**config.mk**
```make
export PLATFORM = sky130hd
export DESIGN_NAME = alu_self_test_seq_flat
export DESIGN_NICKNAME = d
export VERILOG_FILES = /design/src/rtl/alu_self_test_seq_if.sv /design/src/rtl/alu_self_test_seq.sv /design/src/flat_wrapper.sv
export SDC_FILE = /design/constraint.sdc
export NUM_CORES = 1
export LEC_CHECK = 0
export BUFFER_PORTS_ARGS = -buffer_cell sky130_fd_sc_hd__buf_2
export CORE_ASPECT_RATIO = 0.8
export CORE_UTILIZATION = 43
export DETAILED_ROUTE_END_ITERATION = 12
export PLACE_DENSITY_LB_ADDON = 0.05
export SLEW_MARGIN = 30
export SYNTH_ARGS = -nofsm -noshare
export SYNTH_HDL_FRONTEND = slang
export SYNTH_SLANG_ARGS = --single-unit
```
**constraint.sdc**
```tcl
create_clock -name clk -period 2.3 [get_ports clk]
set_clock_uncertainty 0.1 [all_clocks]
set_input_delay 0.115 -clock clk [delete_from_list [all_inputs] [get_ports clk]]
set_output_delay 0.115 -clock clk [all_outputs]
set_load 0.01 [all_outputs]
```
**src/rtl/alu_self_test_seq_if.sv**
```systemverilog
// Operand/result bus between the self-test sequencer, its vector ROM and the ALU.
// master = sequencer side, slave = ROM + ALU side.
interface alu_self_test_seq_if #(
    parameter int unsigned IDX_W = 4
);
    logic [IDX_W-1:0] vec_addr;
    logic [109:0]     vec_data;
    logic [31:0]      alu_A;
    logic [31:0]      alu_B;
    logic [3:0]       alu_code;
    logic [4:0]       alu_shamt;
    logic [31:0]      alu_result;
    logic [3:0]       alu_flags;

    modport master (
        output vec_addr, alu_A, alu_B, alu_code, alu_shamt,
        input  vec_data, alu_result, alu_flags
    );

    modport slave (
        input  vec_addr, alu_A, alu_B, alu_code, alu_shamt,
        output vec_data, alu_result, alu_flags
    );
endinterface

```
**src/rtl/alu_self_test_seq.sv**
```systemverilog
// ALU built-in self-test sequencer: steps through a vector ROM, drives the ALU
// operands and scores the ALU's result/flags against the stored expectations.
module alu_self_test_seq #(
    parameter int unsigned NUM_VEC = 12,
    parameter int unsigned IDX_W   = 4
) (
    input  logic                 clk,
    input  logic                 rst_n,
    alu_self_test_seq_if.master  bus,
    input  logic                 start,
    output logic                 busy,
    output logic                 done,
    output logic                 pass,
    output logic [7:0]           err_count,
    output logic [IDX_W-1:0]     first_fail
);
    localparam int unsigned    ERR_W    = 8;
    localparam logic [ERR_W-1:0] ERR_MAX = '1;
    localparam logic [IDX_W-1:0] LAST_IDX = IDX_W'(NUM_VEC - 1);

    typedef struct packed {
        logic [31:0] a;
        logic [31:0] b;
        logic [3:0]  code;
        logic [4:0]  shamt;
        logic [31:0] exp_result;
        logic [3:0]  exp_flags;
        logic        chk_flags;
    } vec_t;

    typedef enum logic [1:0] {IDLE, LOAD, CHECK, DONE} state_t;

    state_t           state_q, state_n;
    logic [IDX_W-1:0] idx_q, idx_n;
    logic [31:0]      a_q, a_n, b_q, b_n;
    logic [3:0]       code_q, code_n;
    logic [4:0]       shamt_q, shamt_n;
    logic [31:0]      exp_result_q, exp_result_n;
    logic [3:0]       exp_flags_q, exp_flags_n;
    logic             chk_flags_q, chk_flags_n;
    logic             busy_q, busy_n, done_q, done_n, pass_q, pass_n;
    logic [ERR_W-1:0] err_q, err_n;
    logic [IDX_W-1:0] first_q, first_n;
    logic             seen_fail_q, seen_fail_n;
    vec_t             vec_c;
    logic             mismatch_c;

    // State and datapath registers
    always_ff @(posedge clk or negedge rst_n) begin
        if (!rst_n) begin
            state_q      <= IDLE;
            idx_q        <= '0;
            a_q          <= '0;
            b_q          <= '0;
            code_q       <= '0;
            shamt_q      <= '0;
            exp_result_q <= '0;
            exp_flags_q  <= '0;
            chk_flags_q  <= 1'b0;
            busy_q       <= 1'b0;
            done_q       <= 1'b0;
            pass_q       <= 1'b0;
            err_q        <= '0;
            first_q      <= '0;
            seen_fail_q  <= 1'b0;
        end else begin
            state_q      <= state_n;
            idx_q        <= idx_n;
            a_q          <= a_n;
            b_q          <= b_n;
            code_q       <= code_n;
            shamt_q      <= shamt_n;
            exp_result_q <= exp_result_n;
            exp_flags_q  <= exp_flags_n;
            chk_flags_q  <= chk_flags_n;
            busy_q       <= busy_n;
            done_q       <= done_n;
            pass_q       <= pass_n;
            err_q        <= err_n;
            first_q      <= first_n;
            seen_fail_q  <= seen_fail_n;
        end
    end

    // Next-state, scoring and registered-output next values
    always_comb begin
        state_n      = state_q;
        idx_n        = idx_q;
        a_n          = a_q;
        b_n          = b_q;
        code_n       = code_q;
        shamt_n      = shamt_q;
        exp_result_n = exp_result_q;
        exp_flags_n  = exp_flags_q;
        chk_flags_n  = chk_flags_q;
        busy_n       = 1'b0;
        done_n       = 1'b0;
        pass_n       = pass_q;
        err_n        = err_q;
        first_n      = first_q;
        seen_fail_n  = seen_fail_q;
        vec_c        = vec_t'(bus.vec_data);
        mismatch_c   = 1'b0;

        case (state_q)
            IDLE: begin
                if (start) begin
                    err_n       = '0;
                    first_n     = '0;
                    pass_n      = 1'b0;
                    seen_fail_n = 1'b0;
                    idx_n       = '0;
                    busy_n      = 1'b1;
                    state_n     = LOAD;
                end
            end
            LOAD: begin
                a_n          = vec_c.a;
                b_n          = vec_c.b;
                code_n       = vec_c.code;
                shamt_n      = vec_c.shamt;
                exp_result_n = vec_c.exp_result;
                exp_flags_n  = vec_c.exp_flags;
                chk_flags_n  = vec_c.chk_flags;
                busy_n       = 1'b1;
                state_n      = CHECK;
            end
            CHECK: begin
                mismatch_c = (bus.alu_result != exp_result_q) ||
                             (chk_flags_q && (bus.alu_flags != exp_flags_q));
                if (mismatch_c) begin
                    if (err_q != ERR_MAX) begin
                        err_n = ERR_W'(err_q + 1'b1);
                    end
                    if (!seen_fail_q) begin
                        first_n = idx_q;
                    end
                    seen_fail_n = 1'b1;
                end
                if (idx_q == LAST_IDX) begin
                    done_n  = 1'b1;
                    pass_n  = (err_n == '0);
                    state_n = DONE;
                end else begin
                    idx_n   = IDX_W'(idx_q + 1'b1);
                    busy_n  = 1'b1;
                    state_n = LOAD;
                end
            end
            DONE: begin
                // vec_addr reads 0 whenever the block is idle
                idx_n   = '0;
                state_n = IDLE;
            end
            default: begin
                idx_n   = '0;
                state_n = IDLE;
            end
        endcase
    end

    assign bus.vec_addr  = idx_q;
    assign bus.alu_A     = a_q;
    assign bus.alu_B     = b_q;
    assign bus.alu_code  = code_q;
    assign bus.alu_shamt = shamt_q;
    assign busy          = busy_q;
    assign done          = done_q;
    assign pass          = pass_q;
    assign err_count     = err_q;
    assign first_fail    = first_q;
endmodule

```
**src/flat_wrapper.sv**
```systemverilog
// flat-port wrapper written by rule: the top's interface ports become plain ports
module alu_self_test_seq_flat 
#(
    parameter int unsigned NUM_VEC = 12,
    parameter int unsigned IDX_W   = 4
)
  (clk, rst_n, start, busy, done, pass, err_count, first_fail, bus_vec_addr, bus_alu_A, bus_alu_B, bus_alu_code, bus_alu_shamt, bus_vec_data, bus_alu_result, bus_alu_flags);
  alu_self_test_seq_if #(.IDX_W(IDX_W)) bus_i ();
  input  logic clk;
  input  logic rst_n;
  input  logic start;
  output logic busy;
  output logic done;
  output logic pass;
  output logic [7:0] err_count;
  output logic [IDX_W-1:0] first_fail;
  output wire logic [$bits(bus_i.vec_addr)-1:0] bus_vec_addr;
  output wire logic [$bits(bus_i.alu_A)-1:0] bus_alu_A;
  output wire logic [$bits(bus_i.alu_B)-1:0] bus_alu_B;
  output wire logic [$bits(bus_i.alu_code)-1:0] bus_alu_code;
  output wire logic [$bits(bus_i.alu_shamt)-1:0] bus_alu_shamt;
  input wire logic [$bits(bus_i.vec_data)-1:0] bus_vec_data;
  input wire logic [$bits(bus_i.alu_result)-1:0] bus_alu_result;
  input wire logic [$bits(bus_i.alu_flags)-1:0] bus_alu_flags;
  assign bus_vec_addr = bus_i.vec_addr;
  assign bus_alu_A = bus_i.alu_A;
  assign bus_alu_B = bus_i.alu_B;
  assign bus_alu_code = bus_i.alu_code;
  assign bus_alu_shamt = bus_i.alu_shamt;
  assign bus_i.vec_data = bus_vec_data;
  assign bus_i.alu_result = bus_alu_result;
  assign bus_i.alu_flags = bus_alu_flags;
  alu_self_test_seq #(.NUM_VEC(NUM_VEC), .IDX_W(IDX_W)) u_core (.clk(clk), .rst_n(rst_n), .bus(bus_i), .start(start), .busy(busy), .done(done), .pass(pass), .err_count(err_count), .first_fail(first_fail));
endmodule
```
After elaboration in Yosys (flattened, before gate mapping)
Index checks and enable logic that the tools add are counted.
Word-level totals
  flip-flop bits (word level): 132
  input port bits: 149
  output and inout port bits: 92
  word-level logic and storage cells: 64
Operators by class
  add/sub/neg operators: 2
  equal/unequal tests: 12
  mux-type cells: 24
  reductions and logical operators: 11
Operators with widths (number)
  8-bit two-way mux: 4
  32-bit != test: 1
  4-bit two-way mux: 4
  8-bit one-hot mux with 2 select lines: 1
  4-bit one-hot mux with 3 select lines: 1
  3-bit AND reduction: 3
  8-bit by 1-bit adder with 8-bit output (second input constant): 1
  8-bit logical NOT: 1
  8-bit != test (second input constant): 1
  2-bit one-hot mux with 4 select lines: 1
  4-bit one-hot mux with 2 select lines: 1
  1-bit two-way mux: 7
  2-bit != test (second input constant): 3
  4-bit by 1-bit adder with 4-bit output (second input constant): 1
  2-bit == test (second input constant): 2
  4-bit == test (second input constant): 1
  2-bit two-way mux: 2
  2-bit by 1-bit != test with 1-bit output (second input constant): 2
  4-bit != test: 1
  1-bit one-hot mux with 2 select lines: 2
  4-bit AND reduction: 1
  1-bit one-hot mux with 3 select lines: 1
  3-bit nonzero test: 1
  2-bit by 1-bit == test with 1-bit output (second input constant): 1
  other kinds (5): 5

Longest topological paths before layout
Gate-level depths: netlist of run 1.
  depth after elaboration: 8
  depth in mapped cells: 9
  depth with buffers taken out: 7

Worst setup path after synthesis of run 1
No wires, ideal clock.
  path kind: reg-to-reg
  start point: register u_core.err_q[0] (netlist: u_core.err_count[0])
  end point: register u_core.pass_q (netlist: u_core.pass)
  setup time: 0.104 ns
  arrival time: 2.094 ns
  required time: 2.096 ns
  path slack: 0.002 ns
  cell stages (with the launch flop): 8
  buffers on the path: 0
  clock period less this slack: 2.298 ns
  cell sequence: dfrtp_1 ha_1 and3_1 and3_1 nand3_1 nand3_1 a2111o_1 o41ai_2
Between the ends
  cells in the longest elaborated chain, start to end: 7
  elaborated cells on any way between the ends: 8
  those cells by class: add/sub (1); eq/ne (1); mux (5); reduce/logical (1)
Ends and longest elaborated chain
  from (decl): line alu_self_test_seq.sv:42  | logic [ERR_W-1:0] err_q, err_n;
  from (signal assigned): line alu_self_test_seq.sv:79  | err_q <= err_n;
  8-bit by 1-bit adder with 8-bit output / 8-bit != test (equally long branches): line alu_self_test_seq.sv:133, alu_self_test_seq.sv:132
  8-bit two-way mux: line alu_self_test_seq.sv:132  | if (err_q != ERR_MAX) begin
  8-bit two-way mux *: line alu_self_test_seq.sv:131  | if (mismatch_c) begin
  8-bit two-way mux *: line alu_self_test_seq.sv:105  | case (state_q)
  8-bit logical NOT *: line alu_self_test_seq.sv:142  | pass_n = (err_n == '0);
  1-bit two-way mux *: line alu_self_test_seq.sv:140  | if (idx_q == LAST_IDX) begin
  1-bit one-hot mux with 2 select lines *: line alu_self_test_seq.sv:105
  to (signal assigned): line alu_self_test_seq.sv:78  | pass_q <= pass_n;
  to (decl): line alu_self_test_seq.sv:41  | logic busy_q, busy_n, done_q, done_n, pass_q, pass_n;
Every way passes the cells marked *; elsewhere a longest branch is shown, timed or not. The select of a mux whose other input is x is not followed.
A chain may end at the register's enable or synchronous reset.

Final worst setup path of run 1
  start point: register u_core.exp_result_q[16]
  end point: register u_core.pass_q (netlist: u_core.pass)
Between the ends
  cells in the longest elaborated chain, start to end: 7
Ends and longest elaborated chain
  from (decl): line alu_self_test_seq.sv:38  | logic [31:0] exp_result_q, exp_result_n;
  from (signal assigned): line alu_self_test_seq.sv:73  | exp_result_q <= exp_result_n;
  32-bit != test: line alu_self_test_seq.sv:129  | mismatch_c = (bus.alu_result != exp_result_q) ||
  1-bit logical OR: line alu_self_test_seq.sv:129
  8-bit two-way mux: line alu_self_test_seq.sv:131
  8-bit two-way mux: line alu_self_test_seq.sv:105
  8-bit logical NOT: line alu_self_test_seq.sv:142
  1-bit two-way mux: line alu_self_test_seq.sv:140
  1-bit one-hot mux with 2 select lines: line alu_self_test_seq.sv:105
No other way between the ends. The select of a mux whose other input is x is not followed.

==> impl_metrics.ini, run 1 <==
[status]
status = finished with violations
violations = negative setup slack

[critical_path]
required_ns = 2.51
max_stage_delay_ns = 0.39
cp_max_fo = 3
crit_path_start_kind = register
crit_slowest_cell = dfrtp_1
arrival_ns = 2.54
worstPathCellList = xnor2_1, nand4_1, nor4_2, nand3_1, buf_6, mux2_2, o32a_1, o41ai_2
cp-end-kind = register
critPathKind = register to register

[placement]
hpwl_um = 9870
io_buffers = 240
place_congestion = 0.820

[global_route]
grt_start_max_net_pins = 75
grt_pass1_wl_um = 25100
grt_pass1_vias = 4989
antenna_found_initial = 1
track_usage_pct = 24.4
overflow = 0

[clock_network]
clkSinkCount = 132
clock_path_buffers = 2
htree_num_levels = 4
cts_buffers = 17
cts_tree = done
insertion_delay_ns = 0.41
clk_pin_slew_ns = 0.05
cts_root_buffer = clkbuf_16

[route]
first_pass_iters = 4
drt_iter0_drc = 154
drcViolationCount = 0
final_antenna_net_count = 0
vias = 4583
avgViaCountPerCell = 4.80
wirelength_um = 15400
wl_per_cell_um = 16.1

[sta]
setup_ws_ns = -0.0310
setup_violations = 1
hold_violations = 0
relSlewSlack_pct = 49.8
max_slew.worst_pin.slew_ns = 0.748
fmax_mhz = 429
tns_ns = -0.0310
slew_violations = 0
period_needed_ns = 2.33
min_period_over_period_pct = 101
rsz0062_at_grt = yes
hold_slack_ns = 0.107

[yosys]
yosysTopAreaCellShare_pct = 59.2
synth.distinct_cells = 31
synth_edf_count = 0
synth_warnings = 0
netlist_top_cells_area = dfrtp_1 (59%), mux2_2 (22%), xnor2_1 (5.2%)
netlist_area_mm2 = 0.00558
synth.net_count = 557
syn_area_per_cell_um2 = 13.7
syn_inst = 406
ys.flop_type = dfrtp_1
ys_seq_area_share_pct = 59.2
yosys.area.top_type = dfrtp_1
ys_ff_latch = 132
synthArstFlopShare_pct = 100

[floorplanning]
pin_count = 241
die-area_mm2 = 0.0134
row_count = 36
core_area_mm2 = 0.0124
die_w_um = 129
fp.dieH_um = 104
start_util_pct = 44.9

[layout]
nets = 923
drive_above_1_share_pct = 50.6
syn_to_final_growth_pct = 57.4

[pwr]
p_per_area_mw_per_mm2 = 1230
p_leak_nw = 4.15
peakVddDrop_mv = 0.875

[flow_run]
drv_cap = 0

[min_path]
hold_class = primary input to async pin
## layer usage
layer / share of wire [%] / global-route usage (%) / wire (µm)
met1: 40 / 28.1 / 6140
met2: 51 / 42.2 / 7930
met3: 7.4 / 8.44 / 1140
met4: 1.3 / 7.56 / 199
met5: 0 / 0 / 0
## critical path: cells and delay by family (launching register included)
family                    cells  cell delay, ns
xor gates and xnor gates      1            0.17
and+or+nand+nor               3            0.66
AOI/OAI and AO/OA             2            0.49
buffers and inverters         1            0.17
muxes                         1            0.26
DFF                           1            0.39
## power by group
| group | switching (mW) | internal, mW | leakage [nW] | total (mW) |
|---|---|---|---|---|
| registers | 0.661 | 3.41 | 1.58 | 4.07 |
| clock network | 0.924 | 1.70 | 0.291 | 2.63 |
| logic | 1.86 | 2.27 | 2.28 | 4.13 |
| total | 3.44 | 7.39 | 4.15 | 10.8 |
## worst paths after layout
| kind | start | to | slack (ns) | cells past startpoint |
|---|---|---|---|---|
| setup / recovery | u_core.exp_result_q[16]$_DFFE_PN0P_ | u_core.pass$_DFFE_PN0P_ | -0.03 | 8 |
| hold / removal | rst_n | u_core.bus.alu_A[18]$_DFFE_PN0P_ | 0.11 | 2 |
| setup reg to reg | u_core.exp_result_q[16]$_DFFE_PN0P_ | u_core.pass$_DFFE_PN0P_ | -0.03 | 8 |
| hold reg to reg | u_core.bus.alu_A[31]$_DFFE_PN0P_ | u_core.bus.alu_A[31]$_DFFE_PN0P_ | 0.40 | 1 |
| max in group asynchronous | rst_n | u_core.exp_result_q[31]$_DFFE_PN0P_ | 1.21 | 3 |
| min in group clk | bus_vec_data[79] | u_core.bus.alu_A[1]$_DFFE_PN0P_ | 0.36 | 3 |
## flip-flops by register name (all words and copies together), names as in the netlist
name	cells
u_core.bus.alu_A	32
u_core.bus.alu_B	32
u_core.bus.alu_code	4
u_core.bus.alu_shamt	5
u_core.bus.vec_addr	4
u_core.busy	1
u_core.chk_flags_q	1
u_core.done	1
u_core.err_count	8
u_core.exp_flags_q	4
u_core.exp_result_q	32
u_core.first_fail	4
u_core.pass	1
u_core.seen_fail_q	1
u_core.state_q	2
## layout make-up
class,count,area (µm²)
Timing Repair Buffer,364,2440
Antenna cell,1,2.50
Fill cell,875,3650
Tap cell,171,214
Multi-Input combinational cell,248,2200
Clock buffer,27,543
Sequential cell,132,3300
Clock inverter,3,40.0
Inverter,9,33.8
## kinds of logic after synthesis
kind of cell,count (synthesis),synth area share [%]
and+or+nand+nor,52,4.84
AOI/OAI and AO/OA,42,4.89
adders and majority gates,2,0.448
buffers and inverters,26,1.75
DFF,132,59.2
muxes,114,22.9
xor gates and xnor gates,38,5.96
## per-stage QoR
step           instances  utilization, %  total power [mW]  instance area (µm²)  worst slack (ns)
2_1_floorplan        406               -              6.57                 5580           0.00205
3_3_place_gp         811            56.7              7.88                 7050            -0.209
3_5_place_dp         811            56.7              8.00                 7050            -0.234
4_1_cts              954            70.6              10.9                 8780           -0.0444
5_1_grt              955            70.7              11.5                 8780            -0.133
6_report             955            70.7              10.8                 8780           -0.0310
## what timing repair did
item,in CTS,in global routing
hold buffers,112,0
gates resized for setup,3,1
pin swaps,9,6
endpoints found under the hold margin,147,0
endpoints found under the setup margin,2,8
setup buffers,1,0
## cell usage after synthesis, types with 2 or more instances
| library cell | n |
|---|---|
| o41ai_1 | 2 |
| nor2b_1 | 2 |
| nor4_1 | 2 |
| a21oi_1 | 11 |
| dfrtp_1 | 132 |
| nand2_1 | 12 |
| nand4_1 | 11 |
| mux2_2 | 111 |
| inv_1 | 9 |
| o2bb2ai_1 | 3 |
| clkbuf_1 | 17 |
| nand3_1 | 8 |
| o21ai_0 | 12 |
| xor2_1 | 5 |
| nor2_1 | 7 |
| xnor2_1 | 33 |
| mux2i_1 | 3 |
| a31oi_1 | 6 |
| and3_1 | 7 |
| ha_1 | 2 |
## cell usage in the layout, fill, tap and decap left out, types with 2 or more instances in the layout
master         netlist  layout
and3_1               7       7
a21oi_1             11      10
xor2_1               5       5
dlygate4sd3_1        0     112
a31oi_1              6       6
o41ai_1              2       2
mux2i_1              3       3
o21ai_0             12      12
nand3_1              8       8
buf_2                0     239
o2bb2ai_1            3       3
nor2_1               7       6
nand4_1             11      11
nand2_1             12      12
nor4_2               0       2
clkbuf_1            17       2
clkinv_2             0       2
clkbuf_16            0      17
buf_12               0       2
dfrtp_1            132     132
xnor2_1             33      33
buf_4                0      10
ha_1                 2       2
mux2_2             111     111
clkbuf_8             0       8
nor2b_1              2       2
inv_1                9       9
No activity file was read; power rests on OpenSTA's default activity.
==> run 2: changes to the inputs <==
- CORE_UTILIZATION: 43 -> 50
- clock period: 2.3 -> 3.01 ns (I/O delays scaled with it)
==> run 2 against run 1 <==
Effect of this change: the flow now finishes without violations; sequential share of layout area up 0.48 points; die area decreased by 14%; final area is 1.3% lower; non-clock buffer count is 7 lower; largest power group is now registers; highest routed layer unchanged.
==> impl_metrics.ini, run 2 (synthesis results as in run 1) <==
[status]
status = finished clean

[global_route]
grt_start_max_net_pins = 95
overflow = 0
antenna_found_initial = 0
grt_pass1_wl_um = 23300
grt_pass1_vias = 4774
track_usage_pct = 26.7

[layout]
num-fill-cells = 688
final_cells = 921
drive_above_1_share_pct = 49.7
insertedDiodeCount = 0
final_common_cell = buf_2
layout_common_cells = buf_2 (239), dfrtp_1 (132), dlygate4sd3_1 (112)
syn_to_final_growth_pct = 55.4
nets = 916

[floorplanning]
fp.dieH_um = 96.5
row_count = 34
start_util_pct = 51.5
core_area_mm2 = 0.0108
die-area_mm2 = 0.0116
pin_count = 241
die_w_um = 120

[route]
final_antenna_net_count = 0
drt_iter0_drc = 226
first_pass_iters = 4
wirelength_um = 15100
vias = 4572
drcViolationCount = 0
avgViaCountPerCell = 4.96
wl_per_cell_um = 16.4

[critical_path]
worstSetupStartpoint = u_core.exp_result_q[1]$_DFFE_PN0P_
r2r_start = u_core.exp_result_q[1]$_DFFE_PN0P_
r2r_setup_slack_ns = 0.39
r2r_end = u_core.pass$_DFFE_PN0P_
critPathKind = register to register
crit_path_start_kind = register
arrival_ns = 2.82
cp_max_fo = 21
reg2regPathDepth = 8
required_ns = 3.21
cp-end-kind = register

[sta]
slew_violations = 0
max_slew.worst_pin.slew_ns = 0.795
setup_violations = 0
min_period_over_period_pct = 87.2
hold_violations = 0
period_needed_ns = 2.62
rsz0062_at_grt = no
relSlewSlack_pct = 47.0
fmax_mhz = 381
tns_ns = 0

[clock_network]
insertion_delay_ns = 0.40
cts_buffers = 17
clk_pin_slew_ns = 0.06
clkSinkCount = 132
postCtsResizedCells = 0
postCtsSetupBuffers = 0
clock_path_buffers = 2
htree_num_levels = 4
cts_root_buffer = clkbuf_16
cts.hold.buffers_added = 112
cts_tree = done

[pwr]
peakVddDrop_mv = 0.669
p_leak_nw = 4.10
p_per_area_mw_per_mm2 = 957

[placement]
io_buffers = 240
place_congestion = 0.858
dp_cells = 778
hpwl_um = 9310

[min_path]
hold_class = primary input to async pin

[flow_run]
drv_cap = 0
run 2: worst max-delay path by stage:
stage                         endpoint
4_1_cts        u_core.pass$_DFFE_PN0P_
5_1_grt        u_core.pass$_DFFE_PN0P_
6_report       u_core.pass$_DFFE_PN0P_
3_3_place_gp   u_core.pass$_DFFE_PN0P_
2_1_floorplan  u_core.pass$_DFFE_PN0P_
3_5_place_dp   u_core.pass$_DFFE_PN0P_
run 2: cell type report:
class / count / area (µm²) / share of cell area [%]
clock buffer: 22 / 464 / 5.35
clock inverter: 9 / 129 / 1.49
inverter: 9 / 33.8 / 0.389
multi-input combinational: 248 / 2190 / 25.2
sequential: 132 / 3300 / 38.1
tap: 144 / 180 / 2.08
timing repair buffer: 357 / 2370 / 27.4
run 2: stage by stage:
step                      cell area (µm²)  power [mW]  hold WS (ns)  util, %  worst slack [ns]
after CTS                            8670        8.28         0.167     80.0             0.389
after global placement               6960        5.95        0.0457     64.2             0.487
after floorplan                      5580        5.02        -0.245        -             0.712
after detailed placement             6960        6.07        0.0528     64.2             0.412
after global routing                 8670        8.77         0.212     80.0             0.170
final                                8670        8.30         0.165     80.0             0.386
run 2: routing by layer:
layer | part of all wire, % | GRT usage [%]
met3 | 6.3 | 8.39
met1 | 39 | 30.4
met2 | 53 | 47.7
met5 | 0 | 0
met4 | 1.7 | 10.0
run 2: power by group:
group          switching (mW)  internal, mW
logic                    1.40          1.70
registers               0.516          2.61
clock network           0.735          1.34
total                    2.65          5.64
run 2: critical path, stage by stage (launching register included):
cell and delay, ns:
dfrtp_1 0.39, xnor2_1 0.18, nand4_1 0.14, nor4_1 0.44, nand3_1 0.18, buf_4 0.25
mux2i_1 0.14, a2111o_1 0.41, o41ai_2 0.30
